==> src/rtl/clk_enable_gen.sv <==
`default_nettype none
// ============================================================================
// Module   : clk_enable_gen
// Purpose  : Derives a free-running tick from clk25 and gates it into a CPU
//            clock enable that supports free-run and single-step operation
//            driven by a debounced push-button.
// Ports    : clk25       - system clock (25 MHz)
//            rst_n       - synchronous active-low reset
//            single_step - async level, 1 = single-step mode, 0 = free run
//            step_btn    - async raw push-button, active-high, bouncing
//            tick        - one-cycle pulse every DIVIDE cycles (always runs)
//            cpu_en      - one-cycle CPU clock enable, gated by run/step state
//            halted      - high while the CPU is stopped awaiting a step
// Revision : 1.0 - initial release
// ============================================================================
module clk_enable_gen #(
  parameter int DIVIDE   = 25,
  parameter int DEBOUNCE = 250000
) (
  input  logic clk25,
  input  logic rst_n,
  input  logic single_step,
  input  logic step_btn,
  output logic tick,
  output logic cpu_en,
  output logic halted
);

  localparam int DIV_W = (DIVIDE   > 1) ? $clog2(DIVIDE)   : 1;
  localparam int DEB_W = (DEBOUNCE > 1) ? $clog2(DEBOUNCE) : 1;

  localparam logic [DIV_W-1:0] c_div_last = DIV_W'(DIVIDE - 1);
  localparam logic [DEB_W-1:0] c_deb_last = DEB_W'(DEBOUNCE - 1);

  // --------------------------------------------------------------------------
  // Two-flop synchronisers for both asynchronous inputs
  // --------------------------------------------------------------------------
  logic r_ss_meta;
  logic r_ss_sync;
  logic r_btn_meta;
  logic r_btn_sync;

  always_ff @(posedge clk25) begin
    if (!rst_n) begin
      r_ss_meta  <= 1'b0;
      r_ss_sync  <= 1'b0;
      r_btn_meta <= 1'b0;
      r_btn_sync <= 1'b0;
    end else begin
      r_ss_meta  <= single_step;
      r_ss_sync  <= r_ss_meta;
      r_btn_meta <= step_btn;
      r_btn_sync <= r_btn_meta;
    end
  end

  // --------------------------------------------------------------------------
  // Free-running divider; independent of mode and step activity
  // --------------------------------------------------------------------------
  logic [DIV_W-1:0] r_div_cnt;

  always_ff @(posedge clk25) begin
    if (!rst_n) begin
      r_div_cnt <= '0;
    end else if (r_div_cnt == c_div_last) begin
      r_div_cnt <= '0;
    end else begin
      r_div_cnt <= r_div_cnt + DIV_W'(1);
    end
  end

  assign tick = (r_div_cnt == c_div_last);

  // --------------------------------------------------------------------------
  // Debouncer: the level flips only after DEBOUNCE consecutive cycles in
  // which the synchronised button disagrees with it; any agreement restarts
  // the count.
  // --------------------------------------------------------------------------
  logic [DEB_W-1:0] r_db_cnt;
  logic             r_db_level;
  logic             w_db_diff;
  logic             w_db_flip;
  logic             w_press;

  assign w_db_diff = (r_btn_sync != r_db_level);
  assign w_db_flip = w_db_diff && (r_db_cnt == c_deb_last);
  // Only the rising debounced edge is a press; release is silent.
  assign w_press   = w_db_flip && !r_db_level;

  always_ff @(posedge clk25) begin
    if (!rst_n) begin
      r_db_cnt   <= '0;
      r_db_level <= 1'b0;
    end else if (!w_db_diff) begin
      r_db_cnt   <= '0;
    end else if (w_db_flip) begin
      r_db_cnt   <= '0;
      r_db_level <= ~r_db_level;
    end else begin
      r_db_cnt   <= r_db_cnt + DEB_W'(1);
    end
  end

  // --------------------------------------------------------------------------
  // Run / step state machine
  // --------------------------------------------------------------------------
  typedef enum logic [1:0] {
    ST_RUN    = 2'd0,
    ST_HALTED = 2'd1,
    ST_ARMED  = 2'd2
  } state_t;

  state_t r_state;
  logic   r_halted;

  always_ff @(posedge clk25) begin
    if (!rst_n) begin
      r_state  <= ST_RUN;
      r_halted <= 1'b0;
    end else begin
      case (r_state)
        ST_RUN: begin
          if (r_ss_sync) begin
            r_state  <= ST_HALTED;
            r_halted <= 1'b1;
          end
        end
        ST_HALTED: begin
          // Leaving step mode wins over a press arriving on the same edge.
          if (!r_ss_sync) begin
            r_state  <= ST_RUN;
            r_halted <= 1'b0;
          end else if (w_press) begin
            r_state  <= ST_ARMED;
          end
        end
        ST_ARMED: begin
          // Presses are not looked at here, so they can never be queued.
          if (!r_ss_sync) begin
            r_state  <= ST_RUN;
            r_halted <= 1'b0;
          end else if (tick) begin
            r_state  <= ST_HALTED;
          end
        end
        default: begin
          r_state  <= ST_RUN;
          r_halted <= 1'b0;
        end
      endcase
    end
  end

  // cpu_en has to land in the very cycle of tick, so it is a gate on the
  // combinational tick rather than a register; the gating term is registered.
  assign cpu_en = tick && (r_state != ST_HALTED);
  assign halted = r_halted;

endmodule
`default_nettype wire

==> config.mk <==
export PLATFORM = sky130hd
export DESIGN_NAME = clk_enable_gen
export DESIGN_NICKNAME = d
export VERILOG_FILES = /design/src/rtl/clk_enable_gen.sv
export SDC_FILE = /design/constraint.sdc
export NUM_CORES = 1
export LEC_CHECK = 0
export BUFFER_PORTS_ARGS = -buffer_cell sky130_fd_sc_hd__buf_2
export CAP_MARGIN = 30
export CORE_ASPECT_RATIO = 0.9
export CORE_MARGIN = 2
export CORE_UTILIZATION = 39
export DETAILED_ROUTE_END_ITERATION = 8
export PLACE_DENSITY_LB_ADDON = 0.05
export SETUP_SLACK_MARGIN = 0.15
export SYNTH_ARGS = -nofsm -noshare
export SYNTH_HDL_FRONTEND = slang
export SYNTH_SLANG_ARGS = --single-unit
==> constraint.sdc <==
create_clock -name clk25 -period 2.6 [get_ports clk25]
set_input_delay 0.39 -clock clk25 [delete_from_list [all_inputs] [get_ports clk25]]
set_output_delay 0.39 -clock clk25 [all_outputs]
set_load 0.02 [all_outputs]
; ---- Word-level counts from Yosys, hierarchy flattened
; Index checks and enable logic that the tools add are counted.
[op_classes]
reduce_logical = 11
bitwise_logic = 3
addsub = 2
eq_ne = 10
n_mux = 9
[ops]
columns = operator, n
row1 = 18-bit by 1-bit adder with 18-bit output (second input constant), 1
row2 = 18-bit equality test (second input constant), 1
row3 = 2-bit 2-to-1 mux, 5
row4 = 3-bit != test (second input constant), 2
row5 = 2-bit case mux with 3 select lines, 1
row6 = 5-bit by 1-bit adder with 5-bit output (second input constant), 1
row7 = 5-bit equality test (second input constant), 1
row8 = 2-bit != test (second input constant), 2
row9 = 2-bit AND reduction, 2
row10 = 2-bit OR reduction, 2
row11 = 1-bit logical AND, 3
row12 = 1-bit inverter, 3
row13 = 3-bit AND reduction, 1
row14 = 3-bit OR reduction, 1
row15 = 2-bit by 1-bit equality test with 1-bit output (second input constant), 1
row16 = 2-bit equality test (second input constant), 1
row17 = 2-bit logical NOT, 1
row18 = 1-bit 2-to-1 mux, 2
row19 = 2-bit by 1-bit != test with 1-bit output (second input constant), 1
row20 = 1-bit case mux with 2 select lines, 1
row21 = 1-bit logical NOT, 1
row22 = 1-bit != test, 1
[word_totals]
word_cells = 44
regBits = 31

; ---- Longest topological paths before layout
[logic_depth]
ltp_word = 6
ltp_mapped = 8
depth_no_buf = 7

; ---- Worst setup path before layout
; Ideal clock, no wire load.
[synth_path]
path_type = reg2reg
start = reg r_db_cnt[0]
end = reg r_db_cnt[17]
path_slack_ps = 952
n_path_buf = 2
synth_period_minus_slack_ps = 1648
arrival_time_ps = 1534
path_stages_with_launch = 9
path_cell_list = dfxtp_1 -> ha_1 -> and3_1 -> nand3_1 -> nor4_2 -> or2_1 -> buf_6 -> buf_12 -> nor2_1
[synth_via]
elab_chain_cells = 3
[synth_lines]
columns = element, line
row1 = "start, declared", 79  ; logic [DEB_W-1:0] r_db_cnt;
row2 = "start signal, assigned", 100  ; r_db_cnt <= r_db_cnt + DEB_W'(1);
row3 = branches (longest 3 deep; another with 18-bit by 1-bit adder with 18-bit output), n/a
; Parallel ways; which one is timed is not known.
; A chain may end at the register's enable or synchronous reset.

; ---- Worst setup path after layout
[layout_path]
start = reg r_db_cnt[0]
end = reg r_db_cnt[4]
; Same word-level chain as after synthesis.

==> impl_metrics.json <==
{
  "dr.pass1.iters": 3,
  "drt_iter0_markers": 44,
  "yosysTopAreaCell": "dfxtp_1",
  "grt_pass1_vias": 831,
  "ys_top_cells_by_area": "dfxtp_1 44%, nor2_1 7.4%, ha_1 6.2%",
  "syn_nets": 167,
  "crit_required_ns": 2.74,
  "crit_family": "simple AND/OR/NAND/NOR gates",
  "area_growth_pct": 9.292,
  "root_buffer": "clkbuf_8",
  "synthFlopType": "dfxtp_1",
  "grt_use_total": 0.1334,
  "hpwl_mm": 1.689,
  "ios": 7,
  "synthDistinctLibCells": 34,
  "ir_drop_v": 0.0003322,
  "wl_met3_um": 81,
  "cp.buffers_inverters": 0,
  "seq_area_sq_um": 620.6,
  "fmax_mhz": 495.6,
  "drt_wl_total_mm": 2.313,
  "num_rows": 20,
  "final_hold_viol_count": 0,
  "die_h_um": 61.12,
  "die_x_um": 67.47,
  "multiInputGateArea_sq_um": 732.0,
  "fillers": 332,
  "switchingPower_mw": 0.2061,
  "setup.worst_path.end_class": "register",
  "cpMaxStageDelayCell": "or2_1",
  "routed-wl-met2_um": 904,
  "nNetsFinal": 177,
  "ys.warnings.count": 0,
  "htree_levels": 2,
  "clock_path_buffers": 2,
  "rsz0062_at_grt": "no",
  "p_int_mw": 0.7054,
  "initial_core_util": 0.4124,
  "clock_latency_ns": 0.28,
  "synthArstFlopShare": 0,
  "port_buffers": 6,
  "path_cells": "ha_1 > and3_1 > nand3_1 > nor4_2 > or2_1 > nor2_1",
  "power_frac_seq": 0.546,
  "final_common_cell": "dfxtp_1",
  "max-slew-margin-rel": 0.6060,
  "setup_viol": 0,
  "synth-edff-count": 0,
  "final_util": 0.4507,
  "overflow": 0,
  "cts_tree": "built",
  "cts_resized": 0,
  "cts_buffers": 5,
  "path_class": "reg -> reg",
  "core_area_sq_um": 3428,
  "dieArea_sq_um": 4123,
  "layout-drive-gt1-share": 0.09581,
  "cts-hold-fix-buffers": 0,
  "fin_crit_ns": 2.018,
  "synth-seq-cells": 31,
  "fin_setup_tns_ns": 0,
  "skew_ns": 0.002947,
  "clock_sinks": 31,
  "syn_avg_cell_area_sq_um": 9.063,
  "clkPwrFrac": 0.384,
  "antenna_found_initial": 0,
  "grt_max_degree": 18,
  "hp-class": "in -> reg",
  "slew_violations": 0,
  "outcome": "finished clean",
  "yosysSeqAreaShare": 0.4389,
  "worstMarginPinSlew_ns": 0.5910,
  "combPwrFrac": 0.069,
  "placed_area_sq_um": 1464,
  "pwr_density_cell_nw_per_um2": 589.8,
  "cts_setup_buffers": 0,
  "wl_per_cell_um": 10.96,
  "grt_pass1_wl_mm": 3.953,
  "wl_met1_mm": 1.288,
  "max_stage_delay_ns": 0.54,
  "gp_congestion": 0.7692,
  "synth_top_area_share": 0.4389,
  "mostFrequentLayoutCells": "31 x dfxtp_1, 28 x nor2_1, 13 x nand2_1, 10 x xor2_1, 10 x xnor2_1",
  "viasPerCell": 4.749,
  "top_layer_used": "met4",
  "ant_nets": 0,
  "p_leak_nw": 0.5604,
  "worstPathArrival_ns": 2.16,
  "cap_viol_max_count": 0,
  "swShare": 0.2261,
  "num_vias": 1002,
  "syn_area_sq_um": 1414,
  "final_area_sq_um": 1545,
  "path_max_fanout": 17,
  "min_period_over_period": 0.7760,
  "syn_inst": 156,
  "diodes": 0,
  "clk_pin_slew_worst_paths_ns": 0.06,
  "drc": 0,
  "startpoint_type": "register"
}
through the flow:
| step | worst slack, ns | instances | power [mW] | hold WS [ns] |
|---|---|---|---|---|
| final | 0.5824 | 211 | 0.9114 | 0.3170 |
| after global routing | 0.3924 | 211 | 0.9620 | 0.3236 |
| after CTS | 0.5415 | 211 | 0.9248 | 0.3119 |
| after detailed placement | 0.5468 | 203 | 0.5730 | 0.4169 |
| after global placement | 0.6383 | 203 | 0.5697 | 0.4188 |
| after floorplan | 0.9517 | 156 | 0.5606 | 0.4100 |
power by group through the flow:
stage               registers [mW]  clock network [mW]  logic [mW]
finish                       0.498               0.350      0.0632
global route                 0.499               0.389      0.0743
CTS                          0.498               0.362      0.0646
detailed placement           0.509                   0      0.0641
global placement             0.508                   0      0.0616
floorplan                    0.508                   0      0.0525
cells by family after synthesis:
group	synth area share
compound gates	0.02567
fa+ha+maj	0.06194
simple gates	0.2920
mux	0.01416
xor+xnor	0.1239
flops	0.4389
buf+inv	0.04336
final cells by class:
class                   count  area share
inverters                   7     0.01700
well taps                  44     0.03563
multi-input cells         115      0.4737
clock buffers               7     0.04939
repair buffers              6     0.01943
clock inverters             1    0.003239
flip-flops and latches     31      0.4016
flip-flops by register name, summed over array words and instances, names as in the netlist:
name and count:
halted 1, r_btn_sync 1, r_ss_meta 1, r_div_cnt 5
r_btn_meta 1, r_ss_sync 1, r_db_level 1, r_state 2
r_db_cnt 18
synthesized netlist by cell type, types with 2 or more instances:
master and number:
nand3_1 8, mux2i_1 2, nor2b_1 2, nand4_1 3, xnor2_1 10, nand2_1 13, nor4_1 2, xor2_1 10
dfxtp_1 31, a21oi_1 2, nor3_1 4, and3_1 2, and2_1 5, nand4b_1 2, nor2_1 28, nand3b_1 2
inv_1 7, ha_1 7
worst paths after layout:
check | startpoint | end | slack (ns) | depth (start not counted)
max reg2reg | r_db_cnt[0] | r_db_cnt[4] | 0.58 | 6
min | step_btn | r_btn_meta | 0.32 | 2
max | r_db_cnt[0] | r_db_cnt[4] | 0.58 | 6
min reg2reg | r_ss_meta | r_ss_sync | 0.43 | 1
routing by layer:
metal | vias up | track usage
met3 | 5 | 0.05484
met4 | 0 | 0.06997
met5 | - | 0
li1 | 538 | -
met1 | 449 | 0.1943
met2 | 10 | 0.1639
No activity file was read; power rests on OpenSTA's default activity.
